### config.mk
export PLATFORM = sky130hd
export DESIGN_NAME = sc_phase_gen
export DESIGN_NICKNAME = d
export VERILOG_FILES = /design/src/rtl/sc_phase_pkg.sv /design/src/rtl/sc_nonoverlap_ch.sv /design/src/rtl/sc_phase_gen.sv
export SDC_FILE = /design/constraint.sdc
export NUM_CORES = 1
export LEC_CHECK = 0
export CAP_MARGIN = 20
export CORE_MARGIN = 5
export CORE_UTILIZATION = 50
export CTS_BUF_LIST = sky130_fd_sc_hd__clkbuf_4
export DETAILED_ROUTE_END_ITERATION = 7
export PLACE_DENSITY = 0.81
export REMOVE_ABC_BUFFERS = 1
export SYNTH_ARGS = -nofsm -noshare
export SYNTH_HDL_FRONTEND = slang
export SYNTH_SLANG_ARGS = --single-unit
### constraint.sdc
create_clock -name clk -period 2.6 [get_ports clk]
set_input_delay 0.52 -clock clk [delete_from_list [all_inputs] [get_ports clk]]
set_output_delay 0.52 -clock clk [all_outputs]
set_load 0.05 [all_outputs]
### src/rtl/sc_phase_pkg.sv
// Shared state encoding and config clamp helpers for the two-phase SC clock generator.
// Pure types and functions, no latency or flow control of its own.
package sc_phase_pkg;

  typedef enum logic [2:0] {
    ST_IDLE,
    ST_PH1,
    ST_GAP12,
    ST_PH2,
    ST_GAP21
  } phase_state_t;

  localparam int unsigned MIN_GAP = 1;

  // phi1e must fall strictly before phi1, so a phase never gets shorter than early+1.
  function automatic int unsigned clamp_ph(input int unsigned value, input int unsigned early);
    return (value <= early) ? early + 1 : value;
  endfunction

endpackage

### src/rtl/sc_nonoverlap_ch.sv
// One channel's gate stage: masks the shared phase gates with the frame-latched enable.
// One register stage, no backpressure.
module sc_nonoverlap_ch (
  input  logic clk,
  input  logic rst,
  input  logic i_g_ph1,
  input  logic i_g_ph1e,
  input  logic i_g_ph2,
  input  logic i_ch_en,
  output logic o_phi1,
  output logic o_phi1e,
  output logic o_phi2
);

  logic r_phi1;
  logic r_phi1e;
  logic r_phi2;

  always_ff @(posedge clk) begin
    if (rst) begin
      r_phi1  <= 1'b0;
      r_phi1e <= 1'b0;
      r_phi2  <= 1'b0;
    end else begin
      r_phi1  <= i_g_ph1  & i_ch_en;
      r_phi1e <= i_g_ph1e & i_ch_en;
      r_phi2  <= i_g_ph2  & i_ch_en;
    end
  end

  assign o_phi1  = r_phi1;
  assign o_phi1e = r_phi1e;
  assign o_phi2  = r_phi2;

endmodule

### src/rtl/sc_phase_gen.sv
// Non-overlapping phi1/phi1e/phi2 generator; outputs registered from next-state, so PH1 entry shows one edge after en.
// Config is accepted only in IDLE or on the last GAP21 cycle; an offer at any other time simply waits.
module sc_phase_gen
  import sc_phase_pkg::*;
#(
  parameter int unsigned N_CH    = 2,
  parameter int unsigned CNT_W   = 8,
  parameter int unsigned DEF_PH  = 8,
  parameter int unsigned DEF_GAP = 2,
  parameter int unsigned EARLY   = 1
) (
  input  logic             clk,
  input  logic             rst,
  input  logic             en,
  input  logic             cfg_valid,
  output logic             cfg_ready,
  input  logic [CNT_W-1:0] cfg_ph,
  input  logic [CNT_W-1:0] cfg_gap,
  input  logic [N_CH-1:0]  ch_en,
  output logic [N_CH-1:0]  phi1,
  output logic [N_CH-1:0]  phi1e,
  output logic [N_CH-1:0]  phi2,
  output logic             frame_strobe,
  output logic             busy
);

  phase_state_t     r_state;
  phase_state_t     w_state_nxt;
  logic [CNT_W-1:0] r_cnt;
  logic [CNT_W-1:0] w_cnt_nxt;
  logic [CNT_W-1:0] r_ph;
  logic [CNT_W-1:0] r_gap;
  logic [N_CH-1:0]  r_ch_en;
  logic [N_CH-1:0]  w_ch_en_nxt;
  logic             r_cfg_ready;
  logic             r_frame_strobe;
  logic             r_busy;

  logic             w_accept;
  logic [CNT_W-1:0] w_ph_clamped;
  logic [CNT_W-1:0] w_gap_clamped;
  logic [CNT_W-1:0] w_ph_eff;
  logic [CNT_W-1:0] w_gap_eff;
  logic             w_enter_ph1;
  logic             w_g_ph1;
  logic             w_g_ph1e;
  logic             w_g_ph2;
  logic             w_cfg_ready_nxt;

  assign w_accept      = cfg_valid & r_cfg_ready;
  assign w_ph_clamped  = CNT_W'(clamp_ph(32'(cfg_ph), EARLY));
  assign w_gap_clamped = (cfg_gap == '0) ? CNT_W'(MIN_GAP) : cfg_gap;
  // An accept coinciding with PH1 entry must already govern that frame's counter loads.
  assign w_ph_eff      = w_accept ? w_ph_clamped  : r_ph;
  assign w_gap_eff     = w_accept ? w_gap_clamped : r_gap;

  always_comb begin
    w_state_nxt = r_state;
    w_cnt_nxt   = r_cnt;
    case (r_state)
      ST_IDLE: begin
        w_cnt_nxt = '0;
        if (en) begin
          w_state_nxt = ST_PH1;
          w_cnt_nxt   = w_ph_eff - CNT_W'(1);
        end
      end
      ST_PH1: begin
        if (r_cnt == '0) begin
          w_state_nxt = ST_GAP12;
          w_cnt_nxt   = w_gap_eff - CNT_W'(1);
        end else begin
          w_cnt_nxt = r_cnt - CNT_W'(1);
        end
      end
      ST_GAP12: begin
        if (r_cnt == '0) begin
          w_state_nxt = ST_PH2;
          w_cnt_nxt   = w_ph_eff - CNT_W'(1);
        end else begin
          w_cnt_nxt = r_cnt - CNT_W'(1);
        end
      end
      ST_PH2: begin
        if (r_cnt == '0) begin
          w_state_nxt = ST_GAP21;
          w_cnt_nxt   = w_gap_eff - CNT_W'(1);
        end else begin
          w_cnt_nxt = r_cnt - CNT_W'(1);
        end
      end
      ST_GAP21: begin
        if (r_cnt == '0) begin
          if (en) begin
            w_state_nxt = ST_PH1;
            w_cnt_nxt   = w_ph_eff - CNT_W'(1);
          end else begin
            w_state_nxt = ST_IDLE;
            w_cnt_nxt   = '0;
          end
        end else begin
          w_cnt_nxt = r_cnt - CNT_W'(1);
        end
      end
      default: begin
        w_state_nxt = ST_IDLE;
        w_cnt_nxt   = '0;
      end
    endcase
  end

  // Gates are decoded from the next state/count so the output flops line up with the state flop.
  assign w_enter_ph1     = (w_state_nxt == ST_PH1) && (r_state != ST_PH1);
  assign w_g_ph1         = (w_state_nxt == ST_PH1);
  assign w_g_ph1e        = (w_state_nxt == ST_PH1) && (w_cnt_nxt >= CNT_W'(EARLY));
  assign w_g_ph2         = (w_state_nxt == ST_PH2);
  assign w_cfg_ready_nxt = (w_state_nxt == ST_IDLE) ||
                           ((w_state_nxt == ST_GAP21) && (w_cnt_nxt == '0));
  assign w_ch_en_nxt     = w_enter_ph1 ? ch_en : r_ch_en;

  always_ff @(posedge clk) begin
    if (rst) begin
      r_state        <= ST_IDLE;
      r_cnt          <= '0;
      r_ph           <= CNT_W'(DEF_PH);
      r_gap          <= CNT_W'(DEF_GAP);
      r_ch_en        <= '0;
      r_cfg_ready    <= 1'b1;
      r_frame_strobe <= 1'b0;
      r_busy         <= 1'b0;
    end else begin
      r_state        <= w_state_nxt;
      r_cnt          <= w_cnt_nxt;
      if (w_accept) begin
        r_ph  <= w_ph_clamped;
        r_gap <= w_gap_clamped;
      end
      r_ch_en        <= w_ch_en_nxt;
      r_cfg_ready    <= w_cfg_ready_nxt;
      r_frame_strobe <= w_enter_ph1;
      r_busy         <= (w_state_nxt != ST_IDLE);
    end
  end

  for (genvar gi = 0; gi < N_CH; gi++) begin : g_ch
    sc_nonoverlap_ch u_ch (
      .clk     (clk),
      .rst     (rst),
      .i_g_ph1 (w_g_ph1),
      .i_g_ph1e(w_g_ph1e),
      .i_g_ph2 (w_g_ph2),
      .i_ch_en (w_ch_en_nxt[gi]),
      .o_phi1  (phi1[gi]),
      .o_phi1e (phi1e[gi]),
      .o_phi2  (phi2[gi])
    );
  end

  assign cfg_ready    = r_cfg_ready;
  assign frame_strobe = r_frame_strobe;
  assign busy         = r_busy;

endmodule

; Word-level counts from Yosys, hierarchy flattened
; Index checks and enable logic that the tools add are counted.
[word_totals]
wordCells = 62
output_inout_bits = 9
inputBits = 22
reg_bits = 38
[classes]
magnitude_cmp = 2
n_eq_ne = 8
addsub = 3
n_bitwise = 7
reduce_logical = 11
n_mux = 17
[op_table]
columns = op, n
row1 = two-way mux 8 bit, 8
row2 = case mux 8 bit (4 select lines), 1
row3 = logical NOT 8 bit, 3
row4 = subtractor 8 x 1 -> 8 bit (second input constant), 3
row5 = two-way mux 3 bit, 5
row6 = case mux 3 bit (5 select lines), 1
row7 = equality test 3 x 2 -> 1 bit (second input constant), 3
row8 = >= comparator 8 x 1 -> 1 bit (second input constant), 1
row9 = less-or-equal comparator 8 x 1 -> 1 bit (second input constant), 1
row10 = AND 1 bit, 7
row11 = equality test 3 x 1 -> 1 bit (second input constant), 2
row12 = equality test 3 bit (second input constant), 2
row13 = logical NOT 3 bit, 2
row14 = logical AND 1 bit, 3
row15 = inequality test 3 x 1 -> 1 bit (second input constant), 1
row16 = nonzero test 3 bit, 1
row17 = two-way mux 2 bit, 1
row18 = OR reduction 2 bit, 1
row19 = logical OR 1 bit, 1
row20 = two-way mux 1 bit, 1

; Logic depth before layout (Yosys ltp)
; Gate-level depths: netlist (run 1).
[logic_depth]
ltp_word = 10
depth_mapped = 12
ltp_nobuf = 11

; Modules after synthesis
; Synthesis (run 1) repeated with hierarchy kept, for this count alone.
[hier_totals]
cells_unflattened = 254
area_unflattened_um2 = 2134.5
[by_module_without_submodules]
columns = mod, area_each_um2, seq_area_each_um2, instances, cells_per_inst
row1 = sc_phase_gen, 1961.9, 640.6, 1, 242
row2 = sc_nonoverlap_ch, 86.3, 60.1, 2, 6

; Least setup slack after synthesis (run 1)
; No wires, ideal clock.
[synth_path]
path_kind = reg2reg
startpoint = register r_cfg_ready, in the netlist cfg_ready
endpoint = register g_ch[0].u_ch.r_phi1e
n_path_buf = 2
setup_time_ns = 0.132
period_less_slack_ns = 2.867
required_ns = 2.468
arrival_ns = 2.734
setup_slack_ns = -0.267
path_stages_with_launch = 12
cell_sequence = dfxtp_1 nand2_2 buf_2 buf_2 mux2i_1 ha_1 o21ai_0 xor2_1 a22oi_1 o22ai_1 a2111oi_4 a21boi_1
[synth_between]
elab_chain_len = 9
elab_cells_between_ends = 13
cone_classes = add/sub: 2 / order compare: 1 / mux: 7 / bitwise: 2 / reduce/logical: 1
[synth_rtl]
columns = item, line_no
row1 = from (decl), sc_phase_gen.sv:35  ; logic r_cfg_ready;
row2 = from (signal assigned), sc_phase_gen.sv:139  ; r_cfg_ready <= w_cfg_ready_nxt;
row3 = AND 1 bit *, sc_phase_gen.sv:50  ; assign w_accept = cfg_valid & r_cfg_ready;
row4 = two-way mux 8 bit, -
row5 = subtractor 8 x 1 -> 8 bit, "sc_phase_gen.sv:65, sc_phase_gen.sv:79, sc_phase_gen.sv:96"
row6 = two-way mux 8 bit, "sc_phase_gen.sv:63, sc_phase_gen.sv:94"
row7 = two-way mux 8 bit, sc_phase_gen.sv:93  ; if (r_cnt == '0) begin
row8 = case mux 8 bit (4 select lines) *, sc_phase_gen.sv:60  ; case (r_state)
row9 = >= comparator 8 x 1 -> 1 bit *, sc_phase_gen.sv:115  ; assign w_g_ph1e = (w_state_nxt == ST_PH1) && (w_cnt_nxt >= CNT_W'(EARLY));
row10 = logical AND 1 bit *, sc_phase_gen.sv:115
row11 = AND 1 bit *, sc_nonoverlap_ch.sv:26  ; r_phi1e <= i_g_ph1e & i_ch_en;
row12 = to (signal assigned), sc_nonoverlap_ch.sv:26
row13 = to (decl), sc_nonoverlap_ch.sv:16  ; logic r_phi1e;
; Every way passes the cells marked *; elsewhere a longest branch is shown, timed or not.
; A chain may end at the register's enable or synchronous reset.

; Worst setup path after layout (run 1)
[layout_path]
startpoint = register r_cnt[0]
endpoint = register r_cfg_ready, in the netlist cfg_ready
[layout_between]
elab_chain_len = 6
elab_cells_between_ends = 16
cone_classes = add/sub: 1 / eq/ne: 1 / mux: 9 / reduce/logical: 5
[layout_rtl]
columns = item, line_no
row1 = from (decl), sc_phase_gen.sv:29  ; logic [CNT_W-1:0] r_cnt;
row2 = from (signal assigned), sc_phase_gen.sv:133  ; r_cnt <= w_cnt_nxt;
row3 = subtractor 8 x 1 -> 8 bit or logical NOT 8 bit (tied branches), -
row4 = two-way mux 8 bit (tied with other cells), sc_phase_gen.sv:93
row5 = case mux 8 bit (4 select lines) or case mux 3 bit (5 select lines) (tied branches), sc_phase_gen.sv:60
row6 = logical NOT 8 bit or equality test 3 bit (tied branches), sc_phase_gen.sv:118  ; ((w_state_nxt == ST_GAP21) && (w_cnt_nxt == '0));
row7 = logical AND 1 bit, sc_phase_gen.sv:118
row8 = logical OR 1 bit *, sc_phase_gen.sv:117  ; assign w_cfg_ready_nxt = (w_state_nxt == ST_IDLE) ||
; Marks and branches as above.

==> results.sh, run 1 <==
export IMPL_grt_pass1_vias=2297
export IMPL_place_congestion=0.919
export IMPL_drtIter0Drc=218
export IMPL_cp_endpoint="cfg_ready"
export IMPL_tritoncts="done"
export IMPL_postPlaceCellArea_um2=2970
export IMPL_place_detailed_hpwl_mm=4.93
export IMPL_setup_viol=0
export IMPL_first_pass_iters=5
export IMPL_mostFrequentLayoutCells="buf_4, dfxtp_1, nor2_1"
export IMPL_diodes=0
export IMPL_die_width_um=78.8
export IMPL_dpl_worst_slack_ps=-504
export IMPL_p_leak_nw=1.35
export IMPL_crit_required_ps=2860
export IMPL_syn_area_um2=2360
export IMPL_vdd_drop_max_mv=0.834
export IMPL_cts_hold_buf=0
export IMPL_crit_type="register to register"
export IMPL_max_slew_worst_pin_slew_ps=497
export IMPL_seq_area_frac_synth_pct=32.2
export IMPL_ios=31
export IMPL_drive_gt1_share_pct=24.1
export IMPL_setup_tns_ps=0
export IMPL_core_area_um2=4660
export IMPL_wire_per_inst_um=16.8
export IMPL_clkSinkCount=38
export IMPL_wl_mm=6.82
export IMPL_seq_area_um2=761
export IMPL_yosys_most_used_dff="dfxtp_1"
export IMPL_r2r_setup_slack_ps=60
export IMPL_worst_slack_ps=59.6
export IMPL_clock_skew_ps=17.8
export IMPL_vias_per_cell=6.14
export IMPL_ys_types=67
export IMPL_maxSlewHeadroom_pct=66.6
export IMPL_reg2reg_to="cfg_ready"
export IMPL_syn_to_final_growth_pct=35.0
export IMPL_yosys_area_top_type="dfxtp_1"
export IMPL_hp_class="register to register"
export IMPL_clock_tree_buffer_depth=2
export IMPL_ctsHtreeMaxLevel=2
export IMPL_portBuffers=30
export IMPL_overflow=0
export IMPL_r2r_cells=10
export IMPL_cts_root_buffer="clkbuf_4"
export IMPL_multi_input_comb_area_um2=1540
export IMPL_worstSkewPairLatency_ps=370
export IMPL_ys_seq_elements=38
export IMPL_syn_inst=281
export IMPL_nets=377
export IMPL_fmax_mhz=394
export IMPL_status="complete, no violations"
export IMPL_slew_violations=0
export IMPL_track_usage_pct=21.7
export IMPL_crit_path_end_kind="register"
export IMPL_p_per_area_nw_per_um2=1220
export IMPL_cts_buffers=5
export IMPL_max_cap_violations=0
export IMPL_cp_startpoint="r_cnt[0]"
export IMPL_critPathMaxFanout=8
export IMPL_cp_data_arrival_time_ps=2800
export IMPL_grt_max_degree=16
export IMPL_vias=2500
export IMPL_start_kind="register"
export IMPL_hold_viol=0
export IMPL_finalInstanceArea_um2=3190
export IMPL_route_detailed_drc=0
export IMPL_finalCritPeriodShare_pct=97.7
export IMPL_grt_pass1_wl_mm=10.7
export IMPL_synth_area_leaders="dfxtp_1, nor2_1, mux2i_1"
export IMPL_yosys_warnings=0
export IMPL_synth_edf_count=0
export IMPL_layout_commonest_cell="buf_4"
export IMPL_start_util_pct=50.7
export IMPL_clk_pin_slew_ps=140
export IMPL_antenna_found_initial=0
export IMPL_ys_async_sr_fraction_pct=0
export IMPL_syn_avg_cell_area_um2=8.42
export IMPL_rows=25
export IMPL_n_fill_cell=361
export IMPL_final_antenna_net_count=0
export IMPL_dieArea_um2=6200
export IMPL_rr_startpoint="r_cnt[0]"
export IMPL_die_h_um=78.8
export IMPL_synth_top_area_share_pct=32.2
export IMPL_min_period_ps=2540
==> state kept, by name, indices dropped and copies added, names as in the netlist <==
register	count
busy	1
cfg_ready	1
r_ph	8
r_cnt	8
r_gap	8
g_ch.u_ch.o_phi2	2
g_ch.u_ch.o_phi1	2
r_ch_en	2
frame_strobe	1
r_state	3
g_ch.u_ch.o_phi1e	2
==> synthesized netlist by cell type (2+ instances only) <==
master,n
clkbuf_1,2
o31ai_1,3
a21oi_2,2
a2111oi_4,2
a21o_1,2
inv_1,6
o2111a_1,2
nand3_1,8
o211ai_1,3
a211oi_1,4
nor2_1,36
o21a_1,3
xor2_1,6
nor3_1,12
and3_1,3
o2111ai_1,2
nor2b_1,7
ha_1,3
buf_4,6
nand2_1,17
xnor2_1,10
a2111oi_0,2
nand2b_1,3
or3_1,5
or4_1,4
a21oi_1,18
a21boi_1,2
buf_2,6
nand2_2,2
mux2i_1,11
a311o_1,2
buf_1,2
dfxtp_1,38
o21ai_1,3
nor2_2,2
o21ai_0,11
==> repair_timing <==
action	CTS	global route
gates resized for setup	4	16
pin swaps	2	10
setup endpoints to repair	3	4
buffers inserted	0	6
==> critical path: stages, from the launching register on <==
cell and delay, ps:
dfxtp_1 360, inv_1 90, ha_1 180, or4b_4 500
nor2_4 210, buf_4 160, a21oi_2 60, or3_1 380
o311a_1 150, o2111a_1 140, a21bo_1 190
==> routing by layer <==
metal  up-vias  global-route usage [%]  part of all wire (%)
met5         -                       0                     0
met4         0                    7.69                   3.3
met3        26                    4.54                   7.4
met2       145                    36.9                    48
met1      1155                    27.2                    41
li1       1174                       -                     -
==> power by group <==
group / switching (mW) / internal [mW]
logic: 1.38 / 1.11
registers: 0.147 / 0.720
clock network: 0.225 / 0.301
total: 1.76 / 2.13
==> kinds of logic after synthesis <==
kind of cell	after synthesis	share of synthesized area, %
DFF	38	32.2
AOI/OAI and AO/OA	77	24.4
muxes	12	5.24
and+or+nand+nor	112	25.5
adders and majority gates	3	1.59
xor gates and xnor gates	16	5.93
buffers and inverters	23	5.24
==> worst min-delay path by stage <==
stage | start | endpoint | slack (ps) | depth (start not counted)
floorplan | r_ch_en[0] | g_ch[0].u_ch.o_phi1 | 440 | 2
global placement | r_gap[3] | r_gap[3] | 480 | 2
detailed placement | r_gap[3] | r_gap[3] | 490 | 2
CTS | r_gap[3] | r_gap[3] | 510 | 2
global route | r_gap[3] | r_gap[3] | 540 | 2
finish | r_gap[3] | r_gap[3] | 510 | 2
==> area by class of cell <==
cell class,count,area share [%]
tap,54,2.12
clock inverter,3,2.16
clock buffer,5,1.18
multi-input combinational,220,48.1
inverter,6,0.705
timing repair buffer,81,21.9
sequential,38,23.8
==> per-stage QoR <==
stage          hold slack, ps  utilization, %  instances  power, mW
6_report                  510            68.5        407       3.89
3_5_place_dp              490            63.7        393       3.09
2_1_floorplan             443               -        264       2.30
4_1_cts                   507            66.5        401       3.65
5_1_grt                   544            68.5        407       4.11
3_3_place_gp              477            63.7        393       3.05
(Power assumes the default switching activity.)
==> inputs of run 2 (changes only) <==
- CORE_UTILIZATION: 50 -> 52
- PLACE_DENSITY: 0.81 -> 0.84
==> run 2 against run 1 <==
  * Wire length rose by 4.1%
  * Global-route usage rose by 1.5 points
  * Design area rose by 0.98%
  * Register-to-register slack barely moved
  * Sequential cell count did not move
  * Sequential power rose by 1%
  * Critical endpoint unchanged
  * Utilization rose by 5.0 points
  * Setup slack got worse by 50 ps
  * Die area fell by 3.4%
  * Clock power barely moved
  * Clock-buffer cell count did not move
==> results.sh, run 2 (synthesis results as in run 1) <==
export IMPL_status="complete, no violations"
export IMPL_route_detailed_drc=0
export IMPL_vias=2527
export IMPL_clock_skew_ps=17.3
export IMPL_core_area_um2=4380
export IMPL_nets=377
export IMPL_vias_per_cell=6.24
export IMPL_place_detailed_hpwl_mm=5.14
export IMPL_final_antenna_net_count=0
export IMPL_first_pass_iters=6
export IMPL_maxSlewHeadroom_pct=56.5
export IMPL_finalCritPeriodShare_pct=99.6
export IMPL_setup_tns_ps=0
export IMPL_p_sw_mw=1.82
export IMPL_hp_class="register to register"
export IMPL_start_kind="input port"
export IMPL_grt_max_degree=25
export IMPL_combPwrFrac_pct=65.4
export IMPL_dp_cells=393
export IMPL_cts_root_buffer="clkbuf_4"
export IMPL_final_cells=405
export IMPL_rows=24
export IMPL_p_int_mw=2.22
export IMPL_dieArea_um2=6000
export IMPL_worstSkewPairLatency_ps=370
export IMPL_crit_required_ps=2910
export IMPL_wire_per_inst_um=17.5
export IMPL_syn_to_final_growth_pct=36.3
export IMPL_grt_pass1_wl_mm=11.6
export IMPL_track_usage_pct=23.2
export IMPL_p_leak_nw=1.34
export IMPL_wl_mm=7.10
export IMPL_ios=31
export IMPL_portBuffers=30
export IMPL_p_per_area_nw_per_um2=1250
export IMPL_overflow=0
export IMPL_cp_data_arrival_time_ps=2900
export IMPL_hold_viol=0
export IMPL_clock_tree_buffer_depth=2
export IMPL_mostFrequentLayoutCells="buf_4, dfxtp_1, nor2_1"
export IMPL_start_util_pct=53.9
export IMPL_slew_violations=0
export IMPL_reg_largest_list="r_cnt (8), r_gap (8), r_ph (8)"
export IMPL_die_width_um=77.4
export IMPL_sw_frac_of_total_pct=45.0
export IMPL_fmax_mhz=386
export IMPL_clkPwrFrac_pct=12.9
export IMPL_drtIter0Drc=291
export IMPL_antenna_found_initial=0
export IMPL_grt_pass1_vias=2454
export IMPL_layout_commonest_cell="buf_4"
export IMPL_crit_type="input port to register"
export IMPL_max_cap_violations=0
export IMPL_critPathMaxFanout=4
export IMPL_ctsHtreeMaxLevel=2
export IMPL_vdd_drop_max_mv=0.932
export IMPL_crit_path_end_kind="register"
export IMPL_die_h_um=77.4
export IMPL_clk_pin_slew_ps=130
export IMPL_place_congestion=0.946
export IMPL_drive_gt1_share_pct=25.2
export IMPL_cts_buffers=5
export IMPL_clkSinkCount=38
export IMPL_sequentialPowerShare_pct=21.7
export IMPL_max_slew_worst_pin_slew_ps=645
export IMPL_diodes=0
export IMPL_cts_hold_buf=0
export IMPL_setup_viol=0
export IMPL_min_period_ps=2590
export IMPL_tritoncts="done"
[run 2: path summary, 6_finish.rpt]
| check | startpoint | end | slack [ps] | depth (start not counted) |
|---|---|---|---|---|
| setup / recovery | cfg_gap[2] | cfg_ready | 9 | 13 |
| hold / removal | r_gap[3] | r_gap[3] | 500 | 2 |
| setup reg to reg | r_cnt[0] | cfg_ready | 70 | 10 |
| hold reg to reg | r_gap[3] | r_gap[3] | 500 | 2 |
[run 2: worst max-delay path, stage by stage]
cell and delay [ps]:
clkdlybuf4s50_1 480, nor3_1 60, a211o_1 260, o21ai_2 80, ha_2 230, inv_2 60
o21ai_0 240, nand3_1 110, a32oi_1 250, o311a_1 240, buf_4 120, o2111a_1 160
a21bo_1 100
[run 2: final cells by class]
| type | count | area (um^2) |
|---|---|---|
| fill | 327 | 1160 |
| timing repair buffer | 81 | 699 |
| sequential | 38 | 762 |
| clock inverter | 3 | 68.8 |
| clock buffer | 5 | 37.5 |
| inverter | 6 | 22.5 |
| multi-input combinational | 220 | 1570 |
| tap | 52 | 65.1 |
[run 2: power by group through the flow]
stage / Sequential, mW / Combinational (mW) / Clock (mW)
finish: 0.879 / 2.64 / 0.522
floorplan: 0.964 / 1.34 / 0
global route: 0.895 / 2.82 / 0.555
CTS: 0.862 / 2.29 / 0.529
detailed placement: 0.875 / 2.27 / 0
global placement: 0.862 / 2.22 / 0
[run 2: layer usage]
layer | part of all wire [%] | wire (um) | global-route usage [%]
met2 | 49 | 3480 | 39.0
met3 | 8.9 | 634 | 4.98
met1 | 39 | 2770 | 28.7
met4 | 3.2 | 224 | 9.62
met5 | 0 | 0 | 0
[run 2: timing repair]
item / 4_1_cts / 5_1_grt
pin swaps: 4 / 12
setup endpoints to repair: 3 / 3
setup buffers: 0 / 4
gates resized for setup: 6 / 18
[run 2: through the flow]
stage / util [%] / hold WS [ps] / instance area [um^2] / power (mW) / setup WS [ps]
finish: 73.5 / 504 / 3220 / 4.05 / 9.48
detailed placement: 68.0 / 484 / 2980 / 3.14 / -550
global route: 73.5 / 537 / 3220 / 4.27 / -14.3
floorplan: - / 443 / 2260 / 2.30 / -368
CTS: 70.7 / 503 / 3100 / 3.68 / 3.19
global placement: 68.0 / 475 / 2980 / 3.08 / -434
